## config.mk

```make
export PLATFORM = sky130hd
export DESIGN_NAME = mig_burst_scheduler
export DESIGN_NICKNAME = d
export VERILOG_FILES = /design/src/rtl/mig_burst_scheduler.sv
export SDC_FILE = /design/constraint.sdc
export NUM_CORES = 1
export LEC_CHECK = 0
export ABC_AREA = 1
export BUFFER_PORTS_ARGS = -buffer_cell sky130_fd_sc_hd__buf_2
export CAP_MARGIN = 40
export CORE_ASPECT_RATIO = 1.1
export CORE_MARGIN = 4
export CORE_UTILIZATION = 62
export CTS_CLUSTER_DIAMETER = 30
export DETAILED_ROUTE_END_ITERATION = 16
export PLACE_DENSITY = 0.82
export SYNTH_ARGS = -nofsm -noshare
export SYNTH_HDL_FRONTEND = slang
export SYNTH_SLANG_ARGS = --single-unit
```

## constraint.sdc

```tcl
create_clock -name aclk -period 9.53 [get_ports aclk]
set_clock_uncertainty 0.15 [all_clocks]
set_input_delay 0.953 -clock aclk [delete_from_list [all_inputs] [get_ports aclk]]
set_output_delay 0.953 -clock aclk [all_outputs]
set_load 0.1 [all_outputs]
```

## src/rtl/mig_burst_scheduler.sv

```systemverilog
// +--------------------------------------------------------------------------+
// | mig_burst_scheduler: picks direction/address/length of the next DDR      |
// | burst for the MIG-backed FIFO and tracks DDR ring occupancy.             |
// | Revision: 1.0                                                            |
// +--------------------------------------------------------------------------+
`default_nettype none

module mig_burst_scheduler #(
  parameter int          MAX_BURST_LEN  = 64,
  parameter int          RW_DELAY_VALUE = 4,
  parameter logic [31:0] BASE_ADDRESS   = 32'h0000_0000,
  parameter int          MEMORY_SIZE    = 100,
  parameter int          MIG_PORT_SIZE  = 128,
  parameter int          IO_FIFO_DEPTH  = 32
) (
  input  logic        aclk,
  input  logic        aresetn,
  input  logic        soft_resetn,
  input  logic        init_calib,
  input  logic [31:0] in_wr_count,
  input  logic [31:0] out_rd_count,
  output logic        wr_cmd_valid,
  input  logic        wr_cmd_ready,
  output logic [31:0] wr_cmd_addr,
  output logic [7:0]  wr_cmd_len,
  input  logic        wr_done,
  output logic        rd_cmd_valid,
  input  logic        rd_cmd_ready,
  output logic [31:0] rd_cmd_addr,
  output logic [7:0]  rd_cmd_len,
  input  logic        rd_done,
  output logic [31:0] mem_count,
  output logic        mem_full,
  output logic        mem_empty
);

  localparam int          c_bpw        = MIG_PORT_SIZE / 8;
  localparam int          c_bpw_log2   = $clog2(c_bpw);
  localparam logic [31:0] c_mem_size   = 32'(MEMORY_SIZE);
  localparam logic [31:0] c_max_burst  = 32'(MAX_BURST_LEN);
  localparam logic [31:0] c_fifo_depth = 32'(IO_FIFO_DEPTH);
  localparam logic [31:0] c_delay_m1   = (RW_DELAY_VALUE > 0) ? 32'(RW_DELAY_VALUE - 1) : 32'd0;

  localparam logic [2:0] c_st_cal      = 3'd0;
  localparam logic [2:0] c_st_idle     = 3'd1;
  localparam logic [2:0] c_st_wr_issue = 3'd2;
  localparam logic [2:0] c_st_wr_wait  = 3'd3;
  localparam logic [2:0] c_st_rd_issue = 3'd4;
  localparam logic [2:0] c_st_rd_wait  = 3'd5;
  localparam logic [2:0] c_st_turn     = 3'd6;

  localparam logic c_dir_rd = 1'b0;
  localparam logic c_dir_wr = 1'b1;

  logic [2:0]  r_state, w_state_nxt;
  logic [31:0] r_wr_ptr, r_rd_ptr, r_mem_count, r_beats, r_delay_cnt;
  logic [31:0] r_wr_addr, r_rd_addr;
  logic [7:0]  r_wr_len, r_rd_len;
  logic        r_mem_full, r_mem_empty, r_last_dir, r_flush_pending;

  logic [31:0] w_free, w_ofree;
  logic [31:0] w_wr_addr, w_rd_addr, w_wr_to4k, w_rd_to4k, w_wr_beats, w_rd_beats;
  logic        w_wr_ok, w_rd_ok, w_pick_wr, w_pick_rd;
  logic        w_wr_done_ev, w_rd_done_ev, w_flush, w_clear, w_in_burst;
  logic [31:0] w_wr_ptr_nxt, w_rd_ptr_nxt, w_count_nxt, w_wr_sum, w_rd_sum;

  function automatic logic [31:0] min32(input logic [31:0] a, input logic [31:0] b);
    return (a < b) ? a : b;
  endfunction

  // Burst sizing: the shortest of data available, space, ring end and 4 KB line.
  always_comb begin
    w_free     = c_mem_size - r_mem_count;
    w_ofree    = (out_rd_count >= c_fifo_depth) ? 32'd0 : (c_fifo_depth - out_rd_count);
    w_wr_addr  = BASE_ADDRESS + (r_wr_ptr << c_bpw_log2);
    w_rd_addr  = BASE_ADDRESS + (r_rd_ptr << c_bpw_log2);
    w_wr_to4k  = (32'd4096 - {20'd0, w_wr_addr[11:0]}) >> c_bpw_log2;
    w_rd_to4k  = (32'd4096 - {20'd0, w_rd_addr[11:0]}) >> c_bpw_log2;
    w_wr_beats = min32(min32(min32(in_wr_count, c_max_burst),
                             min32(w_free, c_mem_size - r_wr_ptr)), w_wr_to4k);
    w_rd_beats = min32(min32(min32(r_mem_count, c_max_burst),
                             min32(w_ofree, c_mem_size - r_rd_ptr)), w_rd_to4k);
    w_wr_ok    = (in_wr_count != 32'd0) && (w_free != 32'd0);
    w_rd_ok    = (r_mem_count != 32'd0) && (w_ofree != 32'd0);
    w_pick_wr  = soft_resetn && w_wr_ok && (!w_rd_ok || (r_last_dir == c_dir_rd));
    w_pick_rd  = soft_resetn && w_rd_ok && !w_pick_wr;
  end

  always_comb begin
    w_wr_done_ev = (r_state == c_st_wr_wait) && wr_done;
    w_rd_done_ev = (r_state == c_st_rd_wait) && rd_done;
    w_flush      = r_flush_pending || !soft_resetn;
    w_in_burst   = (r_state == c_st_wr_issue) || (r_state == c_st_wr_wait) ||
                   (r_state == c_st_rd_issue) || (r_state == c_st_rd_wait);
    w_clear      = (!w_in_burst && (r_state != c_st_turn || 1'b1) && !soft_resetn &&
                    ((r_state == c_st_cal) || (r_state == c_st_idle) || (r_state == c_st_turn))) ||
                   ((w_wr_done_ev || w_rd_done_ev) && w_flush);
    w_wr_sum     = r_wr_ptr + r_beats;
    w_rd_sum     = r_rd_ptr + r_beats;
    w_wr_ptr_nxt = r_wr_ptr;
    w_rd_ptr_nxt = r_rd_ptr;
    w_count_nxt  = r_mem_count;
    if (w_clear) begin
      w_wr_ptr_nxt = 32'd0;
      w_rd_ptr_nxt = 32'd0;
      w_count_nxt  = 32'd0;
    end else if (w_wr_done_ev) begin
      w_wr_ptr_nxt = (w_wr_sum >= c_mem_size) ? 32'd0 : w_wr_sum;
      w_count_nxt  = min32(r_mem_count + r_beats, c_mem_size);
    end else if (w_rd_done_ev) begin
      w_rd_ptr_nxt = (w_rd_sum >= c_mem_size) ? 32'd0 : w_rd_sum;
      w_count_nxt  = (r_mem_count >= r_beats) ? (r_mem_count - r_beats) : 32'd0;
    end
  end

  always_ff @(posedge aclk) begin
    if (!aresetn) r_state <= c_st_cal;
    else          r_state <= w_state_nxt;
  end

  always_comb begin
    w_state_nxt = r_state;
    case (r_state)
      c_st_cal:      if (init_calib) w_state_nxt = c_st_idle;
      c_st_idle: begin
        if (w_pick_wr)      w_state_nxt = c_st_wr_issue;
        else if (w_pick_rd) w_state_nxt = c_st_rd_issue;
      end
      c_st_wr_issue: if (wr_cmd_ready) w_state_nxt = c_st_wr_wait;
      c_st_rd_issue: if (rd_cmd_ready) w_state_nxt = c_st_rd_wait;
      c_st_wr_wait, c_st_rd_wait: begin
        // A flushed burst skips the turnaround and returns straight to IDLE.
        if (w_wr_done_ev || w_rd_done_ev)
          w_state_nxt = (w_flush || RW_DELAY_VALUE == 0) ? c_st_idle : c_st_turn;
      end
      c_st_turn:     if (r_delay_cnt == 32'd0) w_state_nxt = c_st_idle;
      default:       w_state_nxt = c_st_cal;
    endcase
  end

  always_comb begin
    wr_cmd_valid = (r_state == c_st_wr_issue);
    rd_cmd_valid = (r_state == c_st_rd_issue);
    wr_cmd_addr  = r_wr_addr;
    wr_cmd_len   = r_wr_len;
    rd_cmd_addr  = r_rd_addr;
    rd_cmd_len   = r_rd_len;
    mem_count    = r_mem_count;
    mem_full     = r_mem_full;
    mem_empty    = r_mem_empty;
  end

  always_ff @(posedge aclk) begin
    if (!aresetn) begin
      r_wr_ptr        <= 32'd0;
      r_rd_ptr        <= 32'd0;
      r_mem_count     <= 32'd0;
      r_mem_full      <= 1'b0;
      r_mem_empty     <= 1'b1;
      r_beats         <= 32'd0;
      r_delay_cnt     <= 32'd0;
      r_wr_addr       <= 32'd0;
      r_rd_addr       <= 32'd0;
      r_wr_len        <= 8'd0;
      r_rd_len        <= 8'd0;
      r_last_dir      <= c_dir_rd;
      r_flush_pending <= 1'b0;
    end else begin
      r_wr_ptr    <= w_wr_ptr_nxt;
      r_rd_ptr    <= w_rd_ptr_nxt;
      r_mem_count <= w_count_nxt;
      r_mem_full  <= (w_count_nxt == c_mem_size);
      r_mem_empty <= (w_count_nxt == 32'd0);
      if (r_state == c_st_idle) begin
        if (w_pick_wr) begin
          r_wr_addr  <= w_wr_addr;
          r_wr_len   <= 8'(w_wr_beats - 32'd1);
          r_beats    <= w_wr_beats;
          r_last_dir <= c_dir_wr;
        end else if (w_pick_rd) begin
          r_rd_addr  <= w_rd_addr;
          r_rd_len   <= 8'(w_rd_beats - 32'd1);
          r_beats    <= w_rd_beats;
          r_last_dir <= c_dir_rd;
        end
      end
      if (w_wr_done_ev || w_rd_done_ev) begin
        r_delay_cnt     <= c_delay_m1;
        r_flush_pending <= 1'b0;
      end else begin
        if (r_state == c_st_turn && r_delay_cnt != 32'd0)
          r_delay_cnt <= r_delay_cnt - 32'd1;
        if (w_in_burst && !soft_resetn)
          r_flush_pending <= 1'b1;
      end
    end
  end

endmodule

`default_nettype wire

```

==> flow_metrics.tcl <==
set metrics [dict create \
    vias 23000 \
    grtUsageTotal_pct 35.42 \
    switching_share_pct 52.02 \
    synthAdderAreaFrac_pct 16.05 \
    start_util_pct 63.19 \
    synth_compound_area_share_pct 17.78 \
    period_share_pct 91.80 \
    required_ns 9.86 \
    setup_viol 0 \
    cts_buffer_depth 3 \
    tns_ns 0 \
    synth_xor_area_share_pct 7.956 \
    antennaDiodeCount 0 \
    grt_pass1_vias 22020 \
    maxCapViolations 0 \
    ys_seq_area_share_pct 21.97 \
    synth_top_flop_cell "dfxtp_1" \
    powerDensity_nw_per_um2 344.4 \
    wirelength_mm 70.61 \
    core-area_um2 34470 \
    synth-simple-area-share_pct 26.61 \
    final_core_util_pct 73.52 \
    critPathLaunchType "flop" \
    drt_iter0_markers 1815 \
    die_h_um 204.6 \
    async_flop_share_pct 0 \
    outcome "completed" \
    period_needed_ns 8.748 \
    holdWs_ns 0.3349 \
    die_area_um2 38200 \
    p_switching_mw 4.540 \
    hold_violations 0 \
    critPathBufInv 11 \
    cts_made_buffers 55 \
    path_common_cell "nand2_1" \
    routabilityCongestion 1.007 \
    rows 71 \
    cp_max_fo 18 \
    drc 0 \
    avgSynthCellArea_um2 6.708 \
    clkSinkCount 239 \
    worst_pin_slew_ns 0.8547 \
    instances_no_fill 3959 \
    hp-class "reg -> reg" \
    leakagePower_nw 12.95 \
    arrival_ns 9.08 \
    internal-power_mw 4.188 \
    cp_top_family "simple AND/OR/NAND/NOR gates" \
    clk_pin_slew_ns 0.05 \
    nets 3827 \
    dp_cells 3855 \
    synth_top_family_by_area "simple AND/OR/NAND/NOR gates" \
    synth.distinct_cells 63 \
    max_stage_delay_ns 0.33 \
    comb_power_share_pct 63.0 \
    firstDrtPassIters 8 \
    drtAntennaViolNets 0 \
    cts_tree "yes" \
    multi_input_area_um2 15250 \
    p_seq_share_pct 12.8 \
    hpwl_mm 55.02 \
    cts-root-buf "clkbuf_16" \
    area_delta_synth_final_pct 16.34 \
    total_power_mw 8.728 \
    routedWlPerCell_um 17.83 \
    antenna_found_initial 0 \
    fp.dieW_um 186.7 \
    p_clk_share_pct 24.2 \
    ys_ff_latch 239 \
    grt-ovfl-total 0 \
    register_area_um2 4785 \
    synth_edf_count 0 \
    routed_via_density 5.809 \
    clkLatencyLatePin_ns 0.61 \
    fillerInstances 2891 \
    postCtsHoldBufs 0 \
    final_cell_mix "519 x nand2_1, 411 x inv_1, 363 x nor2_1" \
    slew_violations 0 \
    grt_max_degree 75 \
    max_slew_margin_pct 43.02 \
    peakVddDrop_uv 455.5 \
    cp-end-kind "flop" \
    slowest_stage "dfxtp_1" \
    netlist_instances 3247 \
    synthMuxAreaShare_pct 0 \
    layout_commonest_cell "nand2_1" \
    portBuffers 179 \
    fmaxAchievable_ghz 0.1143 \
    drive_gt1_share_pct 11.87 \
    synth_area_um2 21780 \
    num_io_pins 188 \
    cts_max_level 2 \
    critPathKind "reg -> reg" \
    yosysWarnings 0 \
    grt_pass1_wl_mm 111.5 \
]
-- sequential cells by signal (all words and copies together), names as in the netlist, 28 cells and up --
register and cells:
mem_count 32, r_beats 32, r_delay_cnt 32, r_rd_ptr 32
r_wr_ptr 32, rd_cmd_addr 28, wr_cmd_addr 28
-- synth_stat cells, drive strengths merged, types with 5 or more instances --
cell,count,area share [%]
nor3,119,3.1
xnor2,26,1.0
ha,273,16
o211ai,13,0.45
a21oi,338,7.8
nand3,138,3.4
a211oi,15,0.52
nand4,51,1.5
o2111ai,15,0.60
a2111oi,5,0.20
o21ai,236,5.6
o31ai,5,0.17
inv,432,7.4
o21bai,12,0.41
nand2,540,9.5
clkbuf,79,1.4
o21a,10,0.34
or2,11,0.32
dfxtp,239,22
o221ai,6,0.24
nor2,393,7.2
a31oi,12,0.41
a21boi,9,0.31
xor2,171,6.9
nand3b,10,0.34
buf,27,0.78
nor4,29,0.86
-- what timing repair did --
item | 4_1_cts | 5_1_grt
setup endpoints to repair | 0 | 25
resized for setup | 0 | 10
endpoints found under the hold margin | 0 | 0
buffers inserted | 0 | 3
-- final timing paths --
check	start	slack, ns	end	depth (start not counted)
min reg2reg	r_delay_cnt[0]$_SDFFE_PN0P_	0.33	r_delay_cnt[0]$_SDFFE_PN0P_	2
min	r_delay_cnt[0]$_SDFFE_PN0P_	0.33	r_delay_cnt[0]$_SDFFE_PN0P_	2
max	r_rd_ptr[1]$_SDFFE_PP0P_	0.78	rd_cmd_len[4]$_SDFFE_PN0P_	57
max reg2reg	r_rd_ptr[1]$_SDFFE_PP0P_	0.78	rd_cmd_len[4]$_SDFFE_PN0P_	57
-- worst reg2reg max path: cells and delay by family, from the launching register on --
family | cells | cell delay, ns
AND/OR/NAND/NOR | 35 | 4.75
buffers and inverters | 11 | 1.27
adder cells (fa/ha/maj) | 5 | 1.16
AO/OA/AOI/OAI | 5 | 0.86
flip-flops | 1 | 0.33
XOR/XNOR | 1 | 0.11
-- layout make-up --
cell class | instances | area share [%]
Multi-Input combinational cell | 2551 | 60.18
Sequential cell | 239 | 18.88
Inverter | 434 | 6.483
Clock buffer | 64 | 5.841
Timing Repair Buffer | 196 | 4.128
Clock inverter | 36 | 2.301
Tap cell | 438 | 2.163
Timing Repair inverter | 1 | 0.01975
-- metrics by stage --
stage | setup slack, ns | cell area [µm²]
detailed placement | 0.5533 | 23210
floorplan | 1.439 | 22090
finish | 0.7816 | 25340
global placement | 0.5997 | 23170
CTS | 0.4678 | 25270
global route | -0.01442 | 25340
-- power by group through the flow --
stage / combinational, mW / sequential [mW] / clock (mW)
3_5_place_dp: 5.24 / 1.13 / 0
2_1_floorplan: 3.83 / 1.33 / 0
3_3_place_gp: 5.14 / 1.13 / 0
4_1_cts: 5.29 / 1.12 / 2.13
6_report: 5.50 / 1.12 / 2.11
5_1_grt: 6.10 / 1.12 / 2.18
-- per-layer routing --
metal	share of wire, %	wire [µm]	vias to the layer above	track usage [%]
li1	-	-	11240	-
met1	40	28130	10530	41.42
met2	47	33520	987	62.22
met3	7.2	5098	240	6.510
met4	5.5	3863	0	18.23
met5	0	0	-	0
-- cell families (layout without fill, tap and decap cells) --
group	Yosys count	count (layout)
AO/OA/AOI/OAI	695	695
other	1	84
adder cells (fa/ha/maj)	277	277
AND/OR/NAND/NOR	1298	1298
buffers and inverters	540	731
XOR/XNOR	197	197
flip-flops	239	239
(Power assumes the default switching activity.)
